--- src/rtl/arc4_encrypt.sv ---
// ARC4 encrypt-side PRGA: copies length byte pt[0] to ct[0], then streams pt[1..L] xor keystream into ct.
// Six cycles per keystream byte; the first SKIP keystream bytes are generated (S is permuted) but dropped.
module arc4_encrypt #(
  parameter int SKIP = 0
) (
  input  logic       clk,
  input  logic       rst,
  input  logic       en,
  output logic       rdy,
  output logic [7:0] s_addr,
  input  logic [7:0] s_rddata,
  output logic [7:0] s_wrdata,
  output logic       s_wren,
  output logic [7:0] pt_addr,
  input  logic [7:0] pt_rddata,
  output logic [7:0] ct_addr,
  output logic [7:0] ct_wrdata,
  output logic       ct_wren
);

  typedef enum logic [3:0] {
    IDLE, RD_LEN, LEN_WR, RD_SI, RD_SJ, WR_SI, WR_SJ, RD_PAD, WR_CT
  } state_t;

  localparam logic [9:0] SKIP_N = 10'(SKIP);

  state_t     state;
  logic [7:0] i, j, k, len, si, sj, ptbyte;
  logic [9:0] dcnt;
  logic       dropping;

  assign dropping = (dcnt < SKIP_N);

  always_ff @(posedge clk) begin
    if (rst) begin
      state  <= IDLE;
      i      <= 8'd0;
      j      <= 8'd0;
      k      <= 8'd0;
      len    <= 8'd0;
      si     <= 8'd0;
      sj     <= 8'd0;
      ptbyte <= 8'd0;
      dcnt   <= 10'd0;
    end else begin
      case (state)
        IDLE: begin
          if (en) begin
            i     <= 8'd0;
            j     <= 8'd0;
            dcnt  <= 10'd0;
            k     <= 8'd1;
            state <= RD_LEN;
          end
        end
        RD_LEN: state <= LEN_WR;
        LEN_WR: begin
          len   <= pt_rddata;
          state <= (pt_rddata == 8'd0) ? IDLE : RD_SI;
        end
        RD_SI: begin
          i     <= i + 8'd1;
          state <= RD_SJ;
        end
        RD_SJ: begin
          si    <= s_rddata;
          j     <= j + s_rddata;
          state <= WR_SI;
        end
        WR_SI: begin
          sj    <= s_rddata;
          state <= WR_SJ;
        end
        WR_SJ: state <= RD_PAD;
        RD_PAD: begin
          ptbyte <= pt_rddata;
          state  <= WR_CT;
        end
        WR_CT: begin
          // k stops at len, so L=255 never wraps the ct address
          if (dropping) begin
            dcnt  <= dcnt + 10'd1;
            state <= RD_SI;
          end else if (k == len) begin
            state <= IDLE;
          end else begin
            k     <= k + 8'd1;
            state <= RD_SI;
          end
        end
        default: state <= IDLE;
      endcase
    end
  end

  // Memory strobes are decoded from state; reads issued here return data in the next state.
  always_comb begin
    rdy       = 1'b0;
    s_addr    = 8'd0;
    s_wrdata  = 8'd0;
    s_wren    = 1'b0;
    pt_addr   = 8'd0;
    ct_addr   = 8'd0;
    ct_wrdata = 8'd0;
    ct_wren   = 1'b0;
    case (state)
      IDLE: rdy = 1'b1;
      LEN_WR: begin
        ct_wrdata = pt_rddata;
        ct_wren   = 1'b1;
      end
      RD_SI: s_addr = i + 8'd1;
      RD_SJ: s_addr = j + s_rddata;
      WR_SI: begin
        s_addr   = i;
        s_wrdata = s_rddata;
        s_wren   = 1'b1;
      end
      WR_SJ: begin
        s_addr   = j;
        s_wrdata = si;
        s_wren   = 1'b1;
        pt_addr  = k;
      end
      RD_PAD: s_addr = si + sj;
      WR_CT: begin
        if (!dropping) begin
          ct_addr   = k;
          ct_wrdata = s_rddata ^ ptbyte;
          ct_wren   = 1'b1;
        end
      end
      default: ;
    endcase
  end

endmodule

--- config.mk ---
export PLATFORM = sky130hd
export DESIGN_NAME = arc4_encrypt
export DESIGN_NICKNAME = d
export VERILOG_FILES = /design/src/rtl/arc4_encrypt.sv
export SDC_FILE = /design/constraint.sdc
export NUM_CORES = 1
export LEC_CHECK = 0
export CORE_MARGIN = 1
export CORE_UTILIZATION = 54
export DETAILED_ROUTE_END_ITERATION = 6
export GPL_TIMING_DRIVEN = 0
export PLACE_DENSITY = 0.92
export RECOVER_POWER = 25
export SLEW_MARGIN = 20
export SYNTH_ARGS = -nofsm -noshare
export SYNTH_HDL_FRONTEND = slang
export SYNTH_SLANG_ARGS = --single-unit
--- constraint.sdc ---
create_clock -name clk -period 2.8 [get_ports clk]
set_clock_uncertainty 0.05 [all_clocks]
set_input_delay 0.28 -clock clk [delete_from_list [all_inputs] [get_ports clk]]
set_output_delay 0.28 -clock clk [all_outputs]
set_load 0.01 [all_outputs]
After elaboration in Yosys (flattened, before gate mapping)
Index checks and enable logic that the tools add are counted.

word-level totals
  bits in writable memories = 0
  input port bits = 19
  logic and storage cells = 65
  bits in registers = 70
  output and inout bits = 43
  memories = 0
  latch bits = 0
  ROM bits = 0

cells by class
  add/sub/neg operators = 5
  reductions and logical operators = 10
  div/mod/pow operators = 0
  bitwise operators = 1
  shift-type cells = 0
  multiplexer cells = 26
  equality and inequality tests = 13
  magnitude comparators = 1
  multiply operators = 0

operators with widths
  operator                 count
  $pmux W8 S2              5
  $mux W8                  8
  $pmux W8 S5              1
  $pmux W4 S9              1
  $mux W10                 2
  $pmux W10 S2             1
  $add A8 B1 Y8 const B    2
  $add A8 B8 Y8            2
  $eq A4 B3 Y1 const B     4
  $add A10 B1 Y10 const B  1
  $lt A10 B1 Y1 const B    1
  $eq A4 B2 Y1 const B     2
  $eq A8 B8 Y1             1
  $logic_not A8 Y1         1
  $ne A2 B2 Y1 const B     4
  $xor A8 B8 Y8            1
  $mux W2                  3
  $reduce_bool A2 Y1       3
  $eq A4 B1 Y1 const B     1
  $eq A4 B4 Y1 const B     1
  $logic_not A4 Y1         1
  $mux W4                  1
  $reduce_and A2 Y1        2
  $reduce_and A4 Y1        1
  4 further kinds          6

Logic depth before layout (Yosys ltp)
  depth after elaboration = 4
  depth in mapped cells = 9
  depth with buffers taken out = 9

Worst setup path before layout
OpenSTA, ideal clock, no wires.

  path type = reg-to-output
  start = reg j[0]
  end = out s_addr[4]
  data required time = 2.470 ns
  arrival time = 1.792 ns
  slack = 0.678 ns
  buffers on the path = 0
  cell stages (with the launch flop) = 9
  path through = dfxtp_1 ha_1 fa_1 a21o_1 a21oi_1 nand2b_1 nand3_1 and4_1 o21ai_1

between the ends
  word-level cells in the longest chain between the ends = 2

ends and longest elaborated chain
  what                      line  RTL
  start: declaration        28    logic [7:0] i, j, k, len, si, sj, ptbyte;
  start signal: assignment  67    j <= j + s_rddata;
  $add A8 B8 Y8             113   RD_SJ: s_addr = j + s_rddata;
  $pmux W8 S5               106   case (state)
  end: declaration          10    output logic [7:0] s_addr,

Every way passes these cells.

Worst setup path in the final report
  start = in s_rddata[4]
  end = out s_addr[7]

between the ends
  word-level cells in the longest chain between the ends = 2

ends and longest elaborated chain
  what                line  RTL
  start: declaration  11    input logic [7:0] s_rddata,
  $add A8 B8 Y8       113
  $pmux W8 S5         106

Every way passes these cells.

==> reports/results.ini <==
[floorplan]
dieArea_mm2 = 0.00716
die_y_um = 84.6
num_rows = 29
core_area_mm2 = 0.00646
io_pins = 62
floorplan.initialDensity_pct = 57.1
die_w_um = 84.6

[placement]
port_buffers = 60
place_area_mm2 = 0.00438
routabilityCongestion = 0.933
post-place-ws_ps = -582
dpl.hpwl_mm = 7.94

[synth]
synth_fp_nets = 518
synth-edff-count = 0
synth_cell_types = 56
ys.warnings.count = 0
synthArstFlopShare_pct = 0
synth_top_cell_area_share_pct = 32.6
synth.avg_cell_area_um2 = 7.66
synth.largest_area_cell = dfxtp_1
netlist_area_mm2 = 0.00368
synth_ff_type = dfxtp_1
ys_seq_area_share_pct = 32.6
synth_cells = 481
synth_area_leaders = dfxtp_1 33%, nand2_1 11%, a21oi_1 7.3%
ys_ff_latch = 60

[finish]
final_common_cell = nand2_1
final_nets = 592
final_cell_area_mm2 = 0.00471
areaGrowthSynthToFinish_pct = 27.7
drive_gt1_share_pct = 11.8
insertedDiodeCount = 0
utilization_pct = 72.9
mostFrequentLayoutCells = 111 x nand2_1, 57 x dfxtp_1, 53 x a21oi_1, 49 x clkdlybuf4s50_1, 30 x nor2_1

[sta]
finalCriticalPeriod_ps = 2740
slew_headroom_pct = 59.1
worstMarginPinSlew_ps = 613
hold_viol_final = 0
fin_ws_ps = 60.4
setup_viol = 0
drv_slew = 0
period_share_pct = 97.8
fmax_mhz = 365

[pwr]
peakVddDrop_v = 0.000423
power.density_mw_per_mm2 = 434
finalPower_uw = 2040
p_leak_uw = 0.00187

[detailed_routing]
drt_iter0_drc = 283
ant_nets = 0
dr.pass1.iters = 7
via_per_inst = 6.02
dr_wl_met2_mm = 5.48
detail_route.wl_per_cell_um = 17.0
drc = 8
route.met3.wl_um = 578
dr_total_vias = 3836
postRouteWirelength_mm = 10.9
top_layer = met4
met1Wirelength_mm = 4.48

[setup_path]
endpoint_kind = primary output
cpMaxStageDelayCell = clkdlybuf4s50_1
crit_family = buffers and inverters
cp_max_fo = 4
cp-start-kind = input port
path_buf_inv = 2
worstSetupPathType = in2out
max_stage_delay_ps = 650
crit_required_ps = 2470
crit_arrival_ps = 2410
cp_cell_sequence = clkdlybuf4s50_1 -> ha_4 -> o21a_1 -> a21o_1 -> nand4_1 -> o2111ai_1 -> a211o_1 -> clkdlybuf4s15_2

[cts]
cts.sinks = 60
cts.path.max_buffers = 2
htree_levels = 3
clkTransAtPathRegs_ps = 70
cts_buffers = 9
root_buffer = clkbuf_8
tritoncts = done
insertion_delay_ps = 340

[global_routing]
antenna_found_initial = 0
grt_pass1_wl_mm = 17.1
grt_max_degree = 11
grtUsageTotal_pct = 30.4
overflow = 0
grt_pass1_vias = 3673

[status]
violations = DRC
status = finished, violations left

[hold_path]
hp-class = in2reg

[job]
maxCapViolCount = 0

[path summary, 6_finish.rpt]
check | startpoint | endpoint | slack (ps) | depth (start not counted)
worst min register to register | ptbyte[5]$_SDFFE_PP0P_ | ptbyte[5]$_SDFFE_PP0P_ | 420 | 2
worst max register to register | k[1]$_SDFFE_PP0P_ | state[0]$_SDFFE_PP0P_ | 880 | 6
worst min-delay path | s_rddata[7] | si[7]$_SDFFE_PP0P_ | 300 | 3
worst max-delay path | s_rddata[4] | s_addr[7] | 60 | 8
[kinds of logic (layout without fill, tap and decap cells)]
| family | after synthesis | after routing | share of synthesized area, % |
|---|---|---|---|
| xor gates and xnor gates | 35 | 35 | 8.52 |
| AOI/OAI and AO/OA | 110 | 110 | 18.1 |
| and+or+nand+nor | 229 | 229 | 30.7 |
| adders and majority gates | 18 | 18 | 6.52 |
| buffers and inverters | 29 | 108 | 3.53 |
| DFF | 60 | 60 | 32.6 |
[stage by stage]
step           hold WS [ps]  setup TNS (ps)  instances
6_report                304               0        637
5_1_grt                 317           -31.4        637
4_1_cts                 299               0        634
3_5_place_dp            409           -2420        618
3_3_place_gp            397           -2440        618
2_1_floorplan           366               0        481
[cell usage after synthesis, drive strengths merged, types with 2 or more instances]
cell type / n
o211ai: 2
a221oi: 2
a21oi: 56
dfxtp: 60
fa: 2
nand3b: 4
nor2b: 3
a21o: 5
o21ai: 24
clkbuf: 13
a211oi: 5
o21a: 2
a22oi: 3
or2: 3
and2: 9
o2111ai: 2
nand2b: 6
nand3: 9
nor4b: 2
nor3: 12
and3: 12
or3: 4
inv: 6
and4: 2
nand2: 113
ha: 16
nor4: 6
nor2: 35
xnor2: 14
buf: 10
xor2: 21
nand4: 7
[flip-flops by register name (all words and copies together), names as in the netlist]
name    cells
sj          8
state       4
i           8
ptbyte      8
len         8
si          8
k           8
j           8
[where the power goes]
part / internal, uW / total, uW / switching, uW
Clock: 457 / 801 / 344
Combinational: 141 / 349 / 208
Sequential: 874 / 895 / 21.9
[tightest hold or removal path, stage by stage]
cell and delay [ps]:
clkbuf_1 210, nand2_1 110, a21oi_1 50
[layer usage]
metal  vias to the layer above  GRT usage [%]
met4                         0           15.9
met5                         -              0
li1                       1827              -
met3                        32           5.70
met1                      1832           34.1
met2                       145           54.8
[final cells by class]
type / instances / area [um^2]
inverters: 6 / 22.5
well taps: 77 / 96.3
fillers: 510 / 1750
flip-flops and latches: 60 / 1200
plain buffers: 23 / 124
clock buffers: 12 / 155
repair buffers: 63 / 622
clock inverters: 4 / 47.5
multi-input cells: 392 / 2430
[what timing repair did]
item	4_1_cts	5_1_grt
resized for setup	36	12
hold buffers	0	0
setup endpoints to repair	27	8
setup buffers	0	3
pin swaps	3	4
Power figures use the tool's default switching activity.
